===== src/rtl/brr_ram_arbiter.sv =====
// Audio RAM port arbiter: CPU plus NUM_VOICES BRR voices, one access per cycle,
// reads tagged through the two-stage RAM return path back to their requester.

module brr_voice_slot (
  input  logic clock,
  input  logic reset,
  input  logic grant_set,
  input  logic ret_hit,
  output logic grant,
  output logic data_valid
);
  always_ff @(posedge clock) begin
    if (reset) begin
      grant      <= 1'b0;
      data_valid <= 1'b0;
    end else begin
      grant      <= grant_set;
      data_valid <= ret_hit;
    end
  end
endmodule

module brr_ram_arbiter #(
  parameter int NUM_VOICES     = 8,
  parameter int ADDR_WIDTH     = 16,
  parameter int MAX_CPU_STREAK = 4
) (
  input  logic                             clock,
  input  logic                             reset,
  input  logic [NUM_VOICES-1:0]            voice_req,
  input  logic [NUM_VOICES*ADDR_WIDTH-1:0] voice_addr,
  output logic [NUM_VOICES-1:0]            voice_grant,
  output logic [NUM_VOICES-1:0]            voice_data_valid,
  input  logic                             cpu_req,
  input  logic                             cpu_we,
  input  logic [ADDR_WIDTH-1:0]            cpu_addr,
  input  logic [7:0]                       cpu_wdata,
  output logic                             cpu_grant,
  output logic                             cpu_data_valid,
  output logic [7:0]                       read_data,
  output logic [ADDR_WIDTH-1:0]            ram_address,
  output logic                             ram_read_request,
  output logic                             ram_write_request,
  output logic [7:0]                       ram_wdata,
  input  logic [7:0]                       ram_data
);
  localparam int IW = (NUM_VOICES > 1) ? $clog2(NUM_VOICES) : 1;
  localparam int SW = $clog2(MAX_CPU_STREAK + 1);
  localparam logic [SW-1:0] STREAK_MAX = SW'(MAX_CPU_STREAK);

  typedef struct packed {
    logic          is_cpu;
    logic [IW-1:0] voice;
  } tag_t;

  logic [IW-1:0]         rr_pointer;
  logic [SW-1:0]         cpu_streak;
  logic [2:1]            vld_pipe;
  tag_t                  tag_s1, tag_s2;

  logic                  any_voice, cpu_win, voice_found, voice_win;
  logic [IW-1:0]         scan_idx, win_idx;
  logic [ADDR_WIDTH-1:0] win_addr;
  logic [NUM_VOICES-1:0] grant_set, ret_hit;

  // Round-robin scan starting at rr_pointer; power-of-two count lets the index wrap naturally.
  always_comb begin
    any_voice   = |voice_req;
    cpu_win     = cpu_req && (!any_voice || (cpu_streak < STREAK_MAX));
    voice_found = 1'b0;
    win_idx     = '0;
    scan_idx    = '0;
    for (int i = 0; i < NUM_VOICES; i++) begin
      scan_idx = rr_pointer + IW'(i);
      if (!voice_found && voice_req[scan_idx]) begin
        voice_found = 1'b1;
        win_idx     = scan_idx;
      end
    end
    win_addr  = voice_addr[win_idx*ADDR_WIDTH +: ADDR_WIDTH];
    voice_win = voice_found && !cpu_win;
  end

  always_ff @(posedge clock) begin
    if (reset) begin
      rr_pointer        <= '0;
      cpu_streak        <= '0;
      vld_pipe          <= '0;
      tag_s1            <= '0;
      tag_s2            <= '0;
      cpu_grant         <= 1'b0;
      cpu_data_valid    <= 1'b0;
      read_data         <= '0;
      ram_address       <= '0;
      ram_read_request  <= 1'b0;
      ram_write_request <= 1'b0;
      ram_wdata         <= '0;
    end else begin
      cpu_grant         <= 1'b0;
      ram_read_request  <= 1'b0;
      ram_write_request <= 1'b0;
      vld_pipe[1]       <= 1'b0;
      if (cpu_win) begin
        cpu_grant         <= 1'b1;
        ram_address       <= cpu_addr;
        ram_read_request  <= !cpu_we;
        ram_write_request <= cpu_we;
        if (cpu_we) ram_wdata <= cpu_wdata;
        vld_pipe[1]       <= !cpu_we;
        tag_s1            <= '{is_cpu: 1'b1, voice: '0};
        if (!any_voice)                    cpu_streak <= '0;
        else if (cpu_streak != STREAK_MAX) cpu_streak <= cpu_streak + 1'b1;
      end else if (voice_win) begin
        ram_address      <= win_addr;
        ram_read_request <= 1'b1;
        vld_pipe[1]      <= 1'b1;
        tag_s1           <= '{is_cpu: 1'b0, voice: win_idx};
        rr_pointer       <= win_idx + 1'b1;
        cpu_streak       <= '0;
      end
      // RAM samples at the next edge; its data is captured one edge after that.
      vld_pipe[2]    <= vld_pipe[1];
      tag_s2         <= tag_s1;
      cpu_data_valid <= vld_pipe[2] && tag_s2.is_cpu;
      if (vld_pipe[2]) read_data <= ram_data;
    end
  end

  for (genvar g = 0; g < NUM_VOICES; g++) begin : g_voice
    assign grant_set[g] = voice_win && (win_idx == IW'(g));
    assign ret_hit[g]   = vld_pipe[2] && !tag_s2.is_cpu && (tag_s2.voice == IW'(g));
    brr_voice_slot u_slot (
      .clock      (clock),
      .reset      (reset),
      .grant_set  (grant_set[g]),
      .ret_hit    (ret_hit[g]),
      .grant      (voice_grant[g]),
      .data_valid (voice_data_valid[g])
    );
  end
endmodule


===== config.mk =====
export PLATFORM = sky130hd
export DESIGN_NAME = brr_ram_arbiter
export DESIGN_NICKNAME = d
export VERILOG_FILES = /design/src/rtl/brr_ram_arbiter.sv
export SDC_FILE = /design/constraint.sdc
export NUM_CORES = 1
export LEC_CHECK = 0
export ABC_AREA = 1
export ABC_CLOCK_PERIOD_IN_PS = 3900
export CAP_MARGIN = 20
export CORE_MARGIN = 1.5
export CORE_UTILIZATION = 30
export CTS_BUF_LIST = sky130_fd_sc_hd__clkbuf_16
export DETAILED_ROUTE_END_ITERATION = 6
export PLACE_DENSITY = 0.63
export REMOVE_ABC_BUFFERS = 1
export SLEW_MARGIN = 20
export SYNTH_ARGS = -nofsm -noshare
export SYNTH_HDL_FRONTEND = slang
export SYNTH_SLANG_ARGS = --single-unit

===== constraint.sdc =====
create_clock -name clock -period 3.9 [get_ports clock]
set_input_delay 0.78 -clock clock [delete_from_list [all_inputs] [get_ports clock]]
set_output_delay 0.78 -clock clock [all_outputs]
set_load 0.01 [all_outputs]

-- After elaboration in Yosys (flattened, before gate mapping)
Cells that the tools add are included.
- register bits: 68
- bits in latches: 0
- memory bits (writable): 0
- memory bits (read-only): 0
- memories kept: 0
- $add $sub $neg: 9
- multipliers: 0
- div/mod/pow operators: 0
- magnitude comparators: 9
- equal/unequal tests: 16
- shift-type cells: 1
- multiplexer cells: 43
- bitwise gates (word level): 1
- reduce and logical (&&, ||, !) cells: 48
- operators with widths (kind ; number):
    variable part select 128 x 8 -> 16 bit ; 1
    two-way mux 3 bit ; 12
    < comparator 3 x 4 -> 1 bit, second input constant ; 8
    two-way mux 16 bit ; 2
    logical AND 1 bit ; 27
    binary-select mux 1 bit (select 3 bit) ; 8
    equality test 3 bit, second input constant ; 8
    two-way mux 1 bit ; 19
    adder 3 bit, second input constant ; 4
    equality test 3 x 2 -> 1 bit, second input constant ; 4
    zero test 1 bit ; 11
    adder 3 x 1 -> 3 bit, second input constant ; 3
    two-way mux 4 bit ; 2
    OR reduction 8 bit ; 1
    adder 3 x 2 -> 3 bit, second input constant ; 2
    equality test 3 x 1 -> 1 bit, second input constant ; 2
    zero test 3 bit ; 2
    AND reduction 2 bit ; 3
    OR reduction 2 bit ; 2
    < comparator 3 bit, second input constant ; 1
    inequality test 3 x 2 -> 1 bit, second input constant ; 1
    inequality test 3 bit, second input constant ; 1
    nonzero test 2 bit ; 1
    logical OR 1 bit ; 1
    NOT 1 bit ; 1

-- Depth between registers and ports, before layout
- depth in word-level cells: 27
- mapped depth: 23
- gate-level depth less buffers: 19

-- Modules after synthesis
Synthesis repeated with hierarchy kept, for this count alone.
- cell total of the unflattened synthesis: 877
- area total of the unflattened synthesis: 5158.7 um2
- by module, submodules not included (module ; instances ; cells each ; area each (um2) ; seq. area each (um2)):
    brr_ram_arbiter ; 1 ; 829 ; 4718.3 ; 1021.0
    brr_voice_slot ; 8 ; 6 ; 55.1 ; 40.0

-- Least setup slack after synthesis
OpenSTA, ideal clock, no wires.
- path type: reg2reg
- start point: register rr_pointer[1]
- end point: register rr_pointer[2]
- data arrival time: 3.044 ns
- required time: 3.780 ns
- path slack: 0.736 ns
- cell stages (with the launch flop): 23
- path buffers: 4
- clock period less this slack: 3.164 ns
- cell sequence: dfxtp_1 > buf_6 > clkinv_2 > ha_1 > buf_6 > inv_1 > nand3_1 > nand3_1 > nand2_2 > nor2_4 > nand3_1 > nand2_1 > inv_1 > nor2_1 > nand3_2 > nand2_1 > buf_4 > buf_6 > inv_1 > ha_1 > ha_1 > o21ai_0 > a21oi_1
- elaborated cells between the ends (all ways): 56
- those cells by class: add/sub (8); mux (32); reduce/logical (16)
- RTL lines (element ; line ; text):
    start, declared ; 56 ; logic [IW-1:0] rr_pointer;
    start signal, assigned ; 118 ; rr_pointer <= win_idx + 1'b1;
    branches (longest 23 deep; another with adder 3 x 1 -> 3 bit) ; - ;
    two-way mux 3 bit * ; 75 ; if (!voice_found && voice_req[scan_idx]) begin
    via win_idx[0] ; 62 ; logic [IW-1:0] scan_idx, win_idx;
    adder 3 x 1 -> 3 bit * ; 118 ;
Mark *: on every way through the listed nets, which the timed path passes. The select of a mux whose other input is x is not followed.
A chain may end at the register's enable or synchronous reset.

-- Worst setup path after layout
- start point: register rr_pointer[1]
- end point: register ram_address[8]
- word-level cells in the longest chain between the ends: 27
- elaborated cells between the ends (all ways): 58
- those cells by class: add/sub (7); shift (1); mux (34); reduce/logical (16)
- ends and longest elaborated chain (element ; line ; text):
    branches (longest 27 deep; another with adder 3 x 1 -> 3 bit) ; - ;
    end signal, assigned ; 105 ; ram_address <= cpu_addr;
    end signal, assigned ; 114 ; ram_address <= win_addr;
    end, declared ; 41 ; output logic [ADDR_WIDTH-1:0] ram_address,
Several ways; the timed one is not identified. The select of a mux whose other input is x is not followed.

==> flow_summary_export.csv <==
group,metric,value,unit
synthesis,synth_compound_area_share,7.14,%
worst_setup_path,r2r_slack,0.47,ns
layout,seqCellArea,1340,sq um
status,outcome,"finished clean",
placed_design,numPortBuffers,223,
sta,hold_violations,0,
sta,setup_slack,0.474,ns
sta,clock_skew,0.00827,ns
synthesis,synth.mux.area_fraction,0,%
sta,setup_viol,0,
synthesis,synth_cell_types,37,
detailed_routing,detail_route.first_pass.iterations,4,
detailed_routing,first_iter_violations,201,
layout,fin_cells,1100,
flow_run,maxCapViolations,0,
worst_hold_path,hold_path.class,"reg2reg",
clocking,clock-root-buffer,"clkbuf_16",
floorplan,fp.coreArea,15200,sq um
worst_setup_path,path_max_fanout,36,
sta,fin_hold_ws,0.422,ns
layout,syn2layout_area_growth,52.8,%
worst_hold_path,hold_depth,2,
clocking,clk_pin_slew,0.06,ns
synthesis,ys_seq_area_share,28.7,%
floorplan,die_h,128,um
layout,nets,1089,
synthesis,synth_edf_count,0,
synthesis,synth_flop_cell,"dfxtp_1",
worst_setup_path,cp.required,4.16,ns
synthesis,yosysWarnings,0,
clocking,clkSinkCount,67,
layout,antenna_cells,0,
global_routing,antenna_found_initial,0,
synthesis,synth.top_cell.area_share,28.7,%
synthesis,synth_most_common_cell,"nand3_1",
worst_setup_path,critPathCaptureType,"flip-flop",
sta,slew-limit-headroom,53.1,%
synthesis,synth_simple_gate_area_share,47.9,%
placed_design,dp_hpwl,11.8,mm
detailed_routing,vias,5303,
clocking,cts_setup_buffers,0,
layout,multi_input_area,2770,sq um
global_routing,track_usage,19.7,%
floorplan,dieWidth,128,um
synthesis,synthXorXnorAreaFrac,1.23,%
clocking,holdBufCountCts,0,
layout,n_fill_cell,1542,
global_routing,grt_pass1_wl,25.8,mm
worst_setup_path,r2r_start,"rr_pointer[1]",
power_and_ir_drop,power-per-cell-area,909,nW/um^2
floorplan,start_util,30.8,%
placed_design,gp_congestion,0.828,
synthesis,synth_top_family_by_area,"simple AND/OR/NAND/NOR gates",
clocking,cts_resized,0,
placed_design,place_area,6870,sq um
floorplan,die_area,16300,sq um
sta,fmax,292,MHz
sta,finalMaxSlewViolations,0,
synthesis,synth_fa_ha_area_share,2.68,%
clocking,cts_buffers,9,
worst_setup_path,cp.arrival,3.68,ns
sta,period_needed,3.43,ns
synthesis,syn_inst,718,
worst_hold_path,hold_start,"vld_pipe[1]",
placed_design,dpl.cell_count,1084,
synthesis,synth_top_cell_by_area,"dfxtp_1",
synthesis,ys_top_cells_by_area,"dfxtp_1 29%, nand3_1 22%, nand2_1 14%, nor2_1 6.2%, buf_4 4.8%",
sta,period_share,87.8,%
clocking,htree_levels,3,
clocking,insertion_delay,0.33,ns
global_routing,grt_max_degree,41,
worst_setup_path,worstReg2RegEnd,"ram_address[8]",
detailed_routing,drt_wl_total,15.9,mm
synthesis,synth_seq_cells,67,
worst_hold_path,holdPathEnd,"vld_pipe[2]",
sta,grt_setup_unrepaired,"false",
clocking,clockBufferDepth,2,
power_and_ir_drop,power_leakage,2.99,nW
synthesis,syn_area_per_cell,6.51,sq um
floorplan,rows,45,
detailed_routing,routedWlPerCell,14.5,um
sta,tightest_slew,0.703,ns
layout,layout-drive-gt1-share,8.99,%
worst_setup_path,path_class,"reg2reg",
worst_setup_path,rr_worst_depth,17,
layout,fin_area,7150,sq um
power_and_ir_drop,p_total,6.50,mW
detailed_routing,drc,0,
detailed_routing,ant_nets,0,
global_routing,grt-ovfl-total,0,
sta,setup-tns-final,0,ns
worst_setup_path,worstSetupStartpointType,"flip-flop",
synthesis,synthArstFlopShare,0,%
power_and_ir_drop,ir_worst_vdd,560,uV
clocking,cts_tree,"built",
detailed_routing,routed_via_density,4.82,
placed_design,pre_cts_ws,0.347,ns
synthesis,syn_area,4680,sq um
floorplan,ios,224,
layout,final_core_util,47.0,%
global_routing,grt_pass1_vias,5191,
synthesis,netlist_top_cells_count,"207 x nand3_1, 169 x nand2_1, 77 x nor2_1",
==> where the power goes <==
group          switching [mW]  internal, mW
Sequential             0.0803         0.821
Clock                   0.308         0.433
Combinational            3.06          1.80
==> registers in the layout, indices dropped and copies added (netlist names) <==
| signal | count |
|---|---|
| ram_write_request | 1 |
| cpu_data_valid | 1 |
| read_data | 8 |
| cpu_grant | 1 |
| cpu_streak | 3 |
| ram_wdata | 8 |
| tag_s2 | 4 |
| g_voice.u_slot.data_valid | 8 |
| rr_pointer | 3 |
| ram_address | 16 |
| tag_s1 | 4 |
| g_voice.u_slot.grant | 8 |
| vld_pipe | 2 |
==> metal layers <==
metal  vias to the layer above  global-route usage [%]  share of wire (%)
met5                         -                       0                  0
met3                        11                    5.55                7.7
met4                         0                    4.69                1.0
met1                      2363                    25.1                 45
met2                       185                    33.1                 47
li1                       2744                       -                  -
==> worst max-delay path, stage by stage (launching register included) <==
cell      delay (ns)
dfxtp_1         0.34
clkinv_2        0.14
ha_1            0.46
inv_1           0.19
nand3_1         0.14
nand3_1         0.16
nand2_2         0.10
nor2_4          0.15
nand3_1         0.12
o21ai_0         0.27
nand3b_1        0.22
buf_4           0.41
nand3_1         0.17
nand3_1         0.15
nand3_1         0.08
nand3_1         0.08
nand2_1         0.05
a21oi_1         0.11
==> cell usage in the layout (no fill, tap or decap), types with 2 or more instances in the layout <==
cell | netlist | layout
o21ai_2 | 2 | 2
clkbuf_16 | 0 | 9
nor2_2 | 2 | 2
nand2_2 | 4 | 5
xnor2_2 | 2 | 2
dfxtp_1 | 67 | 67
nor3_1 | 8 | 8
clkinv_2 | 1 | 3
ha_1 | 10 | 10
clkdlybuf4s50_1 | 0 | 222
nand3_2 | 7 | 7
buf_12 | 0 | 2
o21bai_1 | 2 | 2
o21ai_4 | 1 | 2
clkinv_4 | 0 | 3
nor2_4 | 5 | 5
buf_4 | 30 | 15
a21oi_1 | 17 | 17
o21ai_0 | 17 | 17
inv_1 | 26 | 26
nand3_1 | 207 | 207
nand4_1 | 4 | 4
a21oi_2 | 7 | 7
inv_2 | 10 | 10
nor2_1 | 77 | 77
nand2_1 | 169 | 168
==> final cells by class <==
class | instances | area share, %
Tap cell | 188 | 3.29
Multi-Input combinational cell | 551 | 38.7
Timing Repair Buffer | 240 | 33.3
Clock buffer | 9 | 3.15
Sequential cell | 67 | 18.8
Clock inverter | 7 | 0.735
Inverter | 38 | 2.01
==> how the worst max path moves through the flow <==
stage / depth (start not counted) / start / end
3_5_place_dp: 16 / voice_req[0] / rr_pointer[2]
6_report: 17 / rr_pointer[1] / ram_address[8]
2_1_floorplan: 16 / rr_pointer[1] / rr_pointer[2]
5_1_grt: 17 / rr_pointer[1] / ram_address[2]
4_1_cts: 17 / rr_pointer[1] / ram_address[2]
3_3_place_gp: 16 / voice_req[3] / ram_address[8]
==> logic make-up after synthesis <==
family	Yosys count
and+or+nand+nor	486
AOI/OAI and AO/OA	51
DFF	67
adders and majority gates	10
xor gates and xnor gates	4
buffers and inverters	100
Note: power is estimated with default switching activity, not from simulation.
